### src/rtl/seg_scan_mux.sv
// Two-digit scan controller for a 7-segment display. It presents one hex nibble at a time,
// inserts blanked dead time between digits, and swaps in new values only at frame boundaries.
module seg_scan_mux #(
  parameter int REFRESH_DIV  = 12000,
  parameter int BLANK_CYCLES = 16
) (
  input  logic       clk,
  input  logic       rst_n,
  input  logic [7:0] value,
  input  logic       load,
  input  logic       lz_en,
  output logic [3:0] digit,
  output logic       digit_sel,
  output logic       blank,
  output logic       frame_tick
);

  localparam int CNT_W = (REFRESH_DIV > 1) ? $clog2(REFRESH_DIV) : 1;
  localparam int SHOW  = REFRESH_DIV - BLANK_CYCLES;
  localparam logic [CNT_W-1:0] SHOW_LAST = CNT_W'(SHOW - 1);
  localparam logic [CNT_W-1:0] GAP_LAST  = CNT_W'(BLANK_CYCLES - 1);

  // bit1 selects the high digit and bit0 marks a gap state, so outputs decode directly.
  typedef enum logic [1:0] {
    SHOW_LO = 2'd0,
    GAP_LO  = 2'd1,
    SHOW_HI = 2'd2,
    GAP_HI  = 2'd3
  } state_t;

  state_t           state, state_nxt;
  logic [CNT_W-1:0] cnt, cnt_nxt;
  logic [7:0]       pending, shadow;
  logic             lz_q;
  logic             last;
  logic             frame_end;

  always_comb begin
    state_nxt = state;
    cnt_nxt   = cnt + 1'b1;
    last      = state[0] ? (cnt == GAP_LAST) : (cnt == SHOW_LAST);
    frame_end = (state == GAP_HI) && last;
    if (last) begin
      cnt_nxt = '0;
      case (state)
        SHOW_LO: state_nxt = GAP_LO;
        GAP_LO:  state_nxt = SHOW_HI;
        SHOW_HI: state_nxt = GAP_HI;
        default: state_nxt = SHOW_LO;
      endcase
    end
  end

  always_ff @(posedge clk or negedge rst_n) begin
    if (!rst_n) begin
      state <= GAP_HI;
      cnt   <= '0;
    end else begin
      state <= state_nxt;
      cnt   <= cnt_nxt;
    end
  end

  always_ff @(posedge clk or negedge rst_n) begin
    if (!rst_n)    pending <= '0;
    else if (load) pending <= value;
  end

  // The shadow samples pending as it stood before this edge, so a load that
  // coincides with the boundary shows up one frame later.
  always_ff @(posedge clk or negedge rst_n) begin
    if (!rst_n) begin
      shadow <= '0;
      lz_q   <= 1'b0;
    end else if (frame_end) begin
      shadow <= pending;
      lz_q   <= lz_en;
    end
  end

  always_comb begin
    digit_sel  = state[1];
    digit      = state[1] ? shadow[7:4] : shadow[3:0];
    blank      = state[0] | ((state == SHOW_HI) & lz_q & (shadow[7:4] == 4'h0));
    frame_tick = frame_end;
  end

endmodule

### config.mk
export PLATFORM = sky130hd
export DESIGN_NAME = seg_scan_mux
export DESIGN_NICKNAME = d
export VERILOG_FILES = /design/src/rtl/seg_scan_mux.sv
export SDC_FILE = /design/constraint.sdc
export NUM_CORES = 1
export LEC_CHECK = 0
export BUFFER_PORTS_ARGS = -buffer_cell sky130_fd_sc_hd__buf_2
export CAP_MARGIN = 40
export CORE_ASPECT_RATIO = 1.4
export CORE_UTILIZATION = 28
export DETAILED_ROUTE_END_ITERATION = 10
export REMOVE_ABC_BUFFERS = 1
export SETUP_SLACK_MARGIN = 0.15
export SLEW_MARGIN = 5
export SYNTH_ARGS = -nofsm -noshare
export SYNTH_HDL_FRONTEND = slang
export SYNTH_SLANG_ARGS = --single-unit
### constraint.sdc
create_clock -name clk -period 3.2 [get_ports clk]
set_clock_uncertainty 0.2 [all_clocks]
set_input_delay 0.32 -clock clk [delete_from_list [all_inputs] [get_ports clk]]
set_output_delay 0.32 -clock clk [all_outputs]
set_load 0.02 [all_outputs]
==> summary.md <==
| Metric | Value |
|---|---|
| Status | `complete, no violations` |
| Commonest non-fill, non-tap cells in the layout | `31 x dfrtp_1, 18 x buf_2, 13 x mux2_2, 13 x nor2_1, 9 x mux2_4` |
| Dpl hpwl | `1927 µm` |
| Routability cong. | `0.7253` |
| Full die area | `5838 µm²` |
| GRT met2 Usage | `16.49%` |
| Final wirelength | `2688 µm` |
| WP buf/inv | `0` |
| Cells after Synth | `122` |
| Syn avg cell area | `12.70 µm²` |
| Critical path's largest stage delay | `0.81 ns` |
| Slowest CP cell | `or4b_1` |
| CP max FO | `9` |
| CTS tree | `yes` |
| First-pass GRT wire length | `4712 µm` |
| Net Switching | `0.1687 mW` |
| Total Routing Usage GR | `10.52%` |
| Placed Cells | `204` |
| Pint | `0.6378 mW` |
| Final min period | `2.738 ns` |
| Area grow syn2layout | `17.61%` |
| Ports | `19` |
| Setup crit start kind | `register` |
| Initial Util | `29.58%` |
| Slew headroom | `50.61%` |
| Cell taking the most area after synthesis | `dfrtp_1` |
| WL/cell | `12.62 µm` |
| Gate power share | `3.6%` |
| CP Data Required Time | `3.17 ns` |
| Min Hold Slack | `0.06499 ns` |
| Post-route setup TNS | `0 ns` |
| Clock Power Share | `42.7%` |
| Crit-path cells | `or4b_1 > o22a_1 > or4b_1 > mux2_4` |
| CP endpoint kind | `register` |
| Setup repair bufs after CTS | `0` |
| Seq pwr share | `53.7%` |
| Fin util | `34.79%` |
| Sink Count | `33` |
| Maximum vdd drop | `264.4 µV` |
| Crit path top cell by count | `or4b_1` |
| Met1 Usage GRT | `13.09%` |
| Final hold viol count | `0` |
| Post-synthesis mux area share | `18.82%` |
| ANT nets after route | `0` |
| Most common cell after layout, fill and taps aside | `dfrtp_1` |
| Synth unique cells | `26` |
| Post-synthesis simple-gate area fraction | `13.89%` |
| Layout cells sized above 1 | `36.05%` |
| RSZ-0062 raised after global routing | `false` |
| #FFs+latches synth | `33` |
| CTS buffer count | `5` |
| Crit Path Category | `register to register` |
| Synth top area share | `50.08%` |
| PortBufs | `18` |
| Worst Hold Class | `input pin to register` |
| Via count | `961` |
| Vias in the first global route | `990` |
| Slew Viols, Final | `0` |
| Clock transition at path regs | `0.07 ns` |
| Iter 0 DRT Violations | `20` |
| Post-Syn Area | `1549 µm²` |
| CP Data Arrival Time | `2.71 ns` |
| Fin crit share | `85.55%` |
| Top Usage Layer GRT | `met2` |
| Synth Area in Compound Gates | `1.373%` |
| Setup-failing EPs final | `0` |
| Worst path top cell family by delay | `simple AND/OR/NAND/NOR gates` |
| Drt via density | `4.512` |
| Syn. warnings | `0` |
| Global Route met3 Usage | `4.061%` |
| Clock Root Buffer | `clkbuf_8` |
| # Max-Cap Violations | `0` |
| Fillers | `529` |
| Antenna violations before repair | `0` |
| Footprint of the multi-input gates | `683.2 µm²` |
| Storage cell area | `828.3 µm²` |
| Post-Synth Adder-Cell Area | `3.231%` |
| Worst-Margin Slew | `0.7409 ns` |
| Largest family of logic cells by synthesized area | `multiplexers` |
| Die height | `90.01 µm` |
| Iteration count of the initial detailed-routing pass | `6` |
| Clock latency on the worst-skew pair | `0.28 ns` |
| Fin cells | `213` |
| Drt drc | `0` |
| Max frequency | `365.3 MHz` |
| Remaining Overflow, GRT | `0` |
| Ranking of synthesized cells by area | `dfrtp_1 50%, mux2_2 9.5%, mux2_4 8.7%, xnor2_1 4.0%, dfstp_2 3.4%` |
| Maximum root-to-sink buffer count | `2` |
| H-tree depth | `2` |
| Largest net degree at the start of global routing | `34` |
| Seq/Total Area, Yosys | `53.47%` |
| Die Wd | `64.86 µm` |
| Switching Share | `20.92%` |
| Core Area | `5236 µm²` |
| # rows | `31` |
| XOR/XNOR Fraction of Synth Area | `6.785%` |
| PostCTS Resize Cnt | `0` |
| Cell Pwr Density | `442.7 nW/µm²` |
| # nets final | `162` |
| Inserted Diodes | `0` |
| P_leak | `0.8340 nW` |
| R2R setup slack | `0.46 ns` |
## power groups by stage
stage	clock network [mW]	logic (mW)	registers (mW)
6_report	0.344	0.0289	0.433
2_1_floorplan	0	0.0119	0.440
3_5_place_dp	0	0.0291	0.441
4_1_cts	0.359	0.0300	0.434
3_3_place_gp	0	0.0282	0.441
5_1_grt	0.377	0.0329	0.435
## cell families (layout without fill, tap and decap cells)
logic type | Yosys count | in the layout
adder cells (fa/ha/maj) | 4 | 4
AO/OA/AOI/OAI | 3 | 3
flip-flops | 33 | 33
XOR/XNOR | 12 | 12
buffers and inverters | 8 | 33
multiplexers | 23 | 23
AND/OR/NAND/NOR | 39 | 39
## area by class of cell
type	count	area share, %
clock buffers	7	5.288
clock inverters	1	0.2747
inverters	5	1.030
multi-input cells	81	37.50
flip-flops and latches	33	45.47
well taps	66	4.533
repair buffers	20	5.907
## repair_timing
action,4_1_cts,5_1_grt
endpoints found under the setup margin,0,0
hold buffers,1,0
endpoints found under the hold margin,31,0
## path summary, 6_finish.rpt
path	from	endpoint	cells after the start
setup / recovery	state[0]	shadow[3]	4
hold / removal	value[6]	pending[6]	2
setup reg to reg	state[0]	shadow[3]	4
hold reg to reg	cnt[0]	cnt[0]	1
max in group asynchronous	rst_n	cnt[11]	2
min in group asynchronous	rst_n	pending[1]	2
## flip-flops by register name (all words and copies together), names as in the netlist
register  count
cnt          14
lz_q          1
pending       8
shadow        8
state         2
## synthesized netlist by cell type
| cell | n |
|---|---|
| a21oi_1 | 1 |
| o31ai_1 | 1 |
| or4b_1 | 2 |
| ha_1 | 4 |
| nor2_1 | 13 |
| nand4_1 | 2 |
| buf_6 | 1 |
| and2_1 | 1 |
| nand3_1 | 6 |
| nand4bb_1 | 1 |
| inv_1 | 5 |
| nand2_1 | 2 |
| dfstp_2 | 2 |
| or2b_2 | 2 |
| and3b_1 | 1 |
| mux2_4 | 9 |
| nor4_1 | 5 |
| mux2i_1 | 1 |
| xnor2_1 | 7 |
| o22a_1 | 1 |
| nor2b_1 | 1 |
| nor3_1 | 3 |
| xor2_1 | 5 |
| clkbuf_1 | 2 |
| dfrtp_1 | 31 |
| mux2_2 | 13 |
## metal layers
metal / routed length (µm) / vias up
met4: 24 / 0
met5: 0 / -
met1: 1207 / 466
met2: 1312 / 23
met3: 143 / 2
li1: - / 470
## stage by stage
stage                     total power [mW]  setup WS (ns)  area (µm²)
final                               0.8066         0.4623        1822
after global routing                0.8444         0.3681        1822
after CTS                           0.8222         0.4586        1822
after detailed placement            0.4706         0.4689        1710
after global placement              0.4692         0.4943        1710
after floorplan                     0.4515         0.3817        1530
## worst register-to-register path: cells and delay by family, from the launching register on
| kind | cells | cell delay (ns) |
|---|---|---|
| and+or+nand+nor | 2 | 1.26 |
| muxes | 1 | 0.40 |
| DFF | 1 | 0.57 |
| AOI/OAI and AO/OA | 1 | 0.20 |
(Power assumes the default switching activity.)
